## src/rtl/serial_slice_adder.sv

```systemverilog
// serial_slice_adder: adds or subtracts two WIDTH-bit operands DIGIT bits per
// clock. A DIGIT-bit ripple chain feeds a registered inter-slice carry, with
// valid/ready handshakes on both the operand side and the result side.
module serial_slice_adder #(
    parameter int unsigned WIDTH = 16,
    parameter int unsigned DIGIT = 4
) (
    input  logic             i_clk,
    input  logic             i_rst,
    input  logic             i_valid,
    output logic             o_ready,
    input  logic [WIDTH-1:0] i_a,
    input  logic [WIDTH-1:0] i_b,
    input  logic             i_carry,
    input  logic             i_sub,
    output logic             o_valid,
    input  logic             i_ready,
    output logic [WIDTH-1:0] o_sum,
    output logic             o_carry,
    output logic             o_overflow
);

    localparam int unsigned STEPS = WIDTH / DIGIT;
    localparam int unsigned CW    = (STEPS > 1) ? $clog2(STEPS) : 1;

    typedef enum logic [1:0] {
        IDLE,
        RUN,
        DONE
    } state_t;

    state_t           state;
    logic [WIDTH-1:0] a_reg;
    logic [WIDTH-1:0] b_reg;
    logic [WIDTH-1:0] sum_reg;
    logic             carry_reg;
    logic [CW-1:0]    cnt;

    logic [DIGIT-1:0] a_slice_c;
    logic [DIGIT-1:0] b_slice_c;
    logic [DIGIT-1:0] sum_slice_c;
    logic [WIDTH-1:0] sum_next_c;
    logic             ripple_c;
    logic             msb_cin_c;
    logic             last_c;

    // Select the active slice, ripple it through DIGIT full-adder cells and
    // merge the slice sum into the running result.
    always_comb begin
        a_slice_c   = '0;
        b_slice_c   = '0;
        sum_slice_c = '0;
        sum_next_c  = sum_reg;
        ripple_c    = carry_reg;
        msb_cin_c   = 1'b0;
        last_c      = (cnt == CW'(STEPS - 1));

        for (int j = 0; j < STEPS; j++) begin
            if (cnt == CW'(j)) begin
                a_slice_c = a_reg[j*DIGIT +: DIGIT];
                b_slice_c = b_reg[j*DIGIT +: DIGIT];
            end
        end

        for (int i = 0; i < DIGIT; i++) begin
            // Carry into the slice MSB; on the last slice this is the carry into bit WIDTH-1.
            msb_cin_c      = ripple_c;
            sum_slice_c[i] = a_slice_c[i] ^ b_slice_c[i] ^ ripple_c;
            ripple_c       = (a_slice_c[i] & b_slice_c[i]) |
                             (ripple_c & (a_slice_c[i] ^ b_slice_c[i]));
        end

        for (int j = 0; j < STEPS; j++) begin
            if (cnt == CW'(j)) begin
                sum_next_c[j*DIGIT +: DIGIT] = sum_slice_c;
            end
        end
    end

    // Control FSM, operand/sum registers and registered handshake/result outputs.
    always_ff @(posedge i_clk) begin
        if (i_rst) begin
            state      <= IDLE;
            cnt        <= '0;
            carry_reg  <= 1'b0;
            a_reg      <= '0;
            b_reg      <= '0;
            sum_reg    <= '0;
            o_sum      <= '0;
            o_carry    <= 1'b0;
            o_overflow <= 1'b0;
            o_valid    <= 1'b0;
            o_ready    <= 1'b1;
        end else begin
            case (state)
                IDLE: begin
                    if (i_valid && o_ready) begin
                        // Subtraction is A + ~B + 1, so the caller's carry-in is dropped.
                        a_reg     <= i_a;
                        b_reg     <= i_sub ? ~i_b : i_b;
                        carry_reg <= i_sub | i_carry;
                        sum_reg   <= '0;
                        cnt       <= '0;
                        o_ready   <= 1'b0;
                        state     <= RUN;
                    end
                end
                RUN: begin
                    sum_reg   <= sum_next_c;
                    carry_reg <= ripple_c;
                    cnt       <= cnt + CW'(1);
                    if (last_c) begin
                        o_sum      <= sum_next_c;
                        o_carry    <= ripple_c;
                        o_overflow <= msb_cin_c ^ ripple_c;
                        o_valid    <= 1'b1;
                        state      <= DONE;
                    end
                end
                DONE: begin
                    if (i_ready) begin
                        o_valid <= 1'b0;
                        o_ready <= 1'b1;
                        state   <= IDLE;
                    end
                end
                default: begin
                    state <= IDLE;
                end
            endcase
        end
    end

endmodule

```

## config.mk

```make
export PLATFORM = sky130hd
export DESIGN_NAME = serial_slice_adder
export DESIGN_NICKNAME = d
export VERILOG_FILES = /design/src/rtl/serial_slice_adder.sv
export SDC_FILE = /design/constraint.sdc
export NUM_CORES = 1
export LEC_CHECK = 0
export CELL_PAD_IN_SITES_DETAIL_PLACEMENT = 1
export CELL_PAD_IN_SITES_GLOBAL_PLACEMENT = 2
export CORE_MARGIN = 10
export CORE_UTILIZATION = 25
export DETAILED_ROUTE_END_ITERATION = 8
export PLACE_DENSITY = 0.64
export SETUP_SLACK_MARGIN = 0.4
export SLEW_MARGIN = 0
export SYNTH_ARGS = -nofsm -noshare
export SYNTH_HDL_FRONTEND = slang
export SYNTH_SLANG_ARGS = --single-unit
```

## constraint.sdc

```tcl
create_clock -name i_clk -period 3.3 [get_ports i_clk]
set_input_delay 0.99 -clock i_clk [delete_from_list [all_inputs] [get_ports i_clk]]
set_output_delay 0.99 -clock i_clk [all_outputs]
set_load 0.02 [all_outputs]
```

==> results.tsv <==
metric	value	unit
outcome	finished, final reports clean	
Mapped Area	3330	µm²
grt met2 use	16.7	%
remaining antenna violation count	0	
Worst Setup End Kind	flop	
RSZ-0062 raised after global routing	true	
detailed-route via count	2812	
Post-route DRC	0	
number of H-tree levels	3	
Longest Clk Path Bufs	2	
maximum clock rate	0.345	GHz
WS Path Type	reg -> reg	
GP Congestion	0.765	
Setup WS post-layout	0.400	ns
sequential share of the synthesized area	41.5	%
Period minus WS final	2.90	ns
Vias/cell	4.53	
grt peak-use layer	met2	
initial antenna violation count	0	
worst vdd ir	208	µV
max-cap check violation count	0	
Post-Syn Nets	425	
initial core utilization	25.3	%
die width	135	µm
layout cell share with drive strength beyond 1	22.2	%
GRT Total Usage	10.8	%
Synth top area share	41.5	%
Synth Flop Type	dfxtp_1	
# fillers	1536	
worst min-delay path category	reg -> reg	
die footprint	18300	µm²
Synth Area per Inst	8.78	µm²
largest net degree at the start of global routing	42	
grt total ovfl	0	
met1 usage	14.0	%
worst-margin pin slew	0.683	ns
Synth Instances	379	
first-pass GRT wire length	15.6	mm
chip height	135	µm
CP required	3.55	ns
num ports	58	
Core Rows	42	
initial DRC count	116	
list of most frequent post-synthesis cells	69 x dfxtp_1, 64 x nand2_1, 40 x a21oi_1, 28 x nor2_1, 24 x inv_1	
top post-synthesis cells by area	dfxtp_1 41%, nand2_1 7.2%, a21oi_1 6.0%	
CTS root buffer	clkbuf_16	
Worst slew margin	54.4	%
GRT met3 Usage	2.60	%
TNS Setup	0	ns
EDFF count, synth	0	
Final period util	87.9	%
worst clock skew	0.00589	ns
Yosys warnings	0	
via count of the first global-routing pass	2896	
Critical Path AT	3.15	ns
CTS tree	yes	
Final Hold Fails	0	
Yosys reg bits	69	
pins over their slew limit	0	
drt pass-1 iters	4	
n_diodes	0	
Yosys cell types	38	
IO Port Bufs	57	
final wirelength	9.63	mm
CTS Buf Count	9	
Core Region	13100	µm²
largest area contributor in the netlist	dfxtp_1	
Pleak	1.55	nW
Area growth syn-to-layout	38.1	%
Avg WL per Cell	15.5	µm
post-place setup slack	0.156	ns
setup violators final	0	
CTS sink count	69	
Crit Path Max Fanout	7	
pwr dens	502	nW/µm²
Detail Placement HPWL	6.81	mm
worst skew pair latency	0.33	ns
fin nets	486	
Setup crit start kind	flop	
CTS Hold Buffers Added	0	
count leader, synth	dfxtp_1	
Clk pin slew, worst setup/hold paths	0.06	ns
Post-synth ARST share	0	%
[through the flow]
stage,utilization [%],hold WS (ns),total power [mW],std cells,cell area [µm²]
floorplan,-,0.436,1.17,379,3430
CTS,34.1,0.457,2.32,611,4480
detailed placement,31.0,0.449,1.30,588,4070
finish,35.0,0.453,2.31,621,4600
global placement,31.0,0.448,1.30,588,4070
global route,35.0,0.477,2.43,621,4600
[report_power, final]
part | leakage [nW] | switching (mW) | internal [mW]
clock | 0.158 | 0.360 | 0.643
combinational | 0.825 | 0.216 | 0.181
sequential | 0.564 | 0.0322 | 0.876
[path summary, 6_finish.rpt]
check | startpoint | to | slack [ns] | cells after the start
max | cnt[1]$_SDFFE_PP0P_ | o_sum[11]$_SDFFE_PP0P_ | 0.40 | 12
min | o_sum[14]$_SDFFE_PP0P_ | o_sum[14]$_SDFFE_PP0P_ | 0.45 | 2
max reg2reg | cnt[1]$_SDFFE_PP0P_ | o_sum[11]$_SDFFE_PP0P_ | 0.40 | 12
min reg2reg | o_sum[14]$_SDFFE_PP0P_ | o_sum[14]$_SDFFE_PP0P_ | 0.45 | 2
[layout make-up]
cell class,instances,area (µm²),area share [%]
clock inverters,4,45.0,0.979
flip-flops and latches,69,1390,30.2
clock buffers,12,267,5.79
inverters,24,95.1,2.07
well taps,176,220,4.79
multi-input cells,253,1790,38.9
repair buffers,83,793,17.2
[kinds of logic after synthesis]
kind of cell	count (synthesis)	synth area share (%)
XOR/XNOR	17	4.47
AO/OA/AOI/OAI	110	25.0
flip-flops	69	41.5
AND/OR/NAND/NOR	112	14.5
multiplexers	6	1.80
buffers and inverters	57	8.83
adder cells (fa/ha/maj)	8	3.91
[routing by layer]
| layer | vias up | wire length (µm) |
|---|---|---|
| met1 | 1346 | 4660 |
| met4 | 0 | 153 |
| li1 | 1413 | - |
| met5 | - | 0 |
| met2 | 42 | 4490 |
| met3 | 11 | 320 |
[worst max-delay path, cell delays in order, from the launching register on]
cell and delay [ns]:
dfxtp_4 0.39, inv_4 0.06, ha_4 0.19, a21oi_2 0.16
o21ai_2 0.08, a22oi_2 0.16, fa_2 0.26, fa_2 0.21
inv_2 0.04, fa_2 0.35, fa_2 0.61, mux2i_1 0.10
a211oi_1 0.21
[cells in the final DEF, fill, tap and decap left out, types with 2 or more instances in the layout]
master and instances:
dfxtp_1 67, nand2_1 64, clkdlybuf4s50_1 56, a21oi_1 34
nor2_1 28, buf_4 22, inv_1 21, a211oi_2 15
xnor2_1 13, o32ai_1 12, a21oi_2 11, a211oi_1 10
clkbuf_16 9, o211ai_2 6, o21ai_0 5, mux2i_1 5
a22o_1 4, nand3b_1 4, nand2b_1 4, xor2_1 4
fa_2 4, ha_4 4, a22oi_2 3, nand3_1 3
clkinv_2 3, clkbuf_8 3, o21ai_2 2, o21ai_1 2
inv_4 2, nor2b_1 2, or2_2 2, dfxtp_4 2
buf_12 2, buf_6 2
[timing repair]
item                       CTS  global route
hold endpoints to repair     0             0
pin swaps                    8            11
gates resized for setup     10            14
setup endpoints to repair   11             8
setup buffers                7            10
No activity file was read; power rests on OpenSTA's default activity.
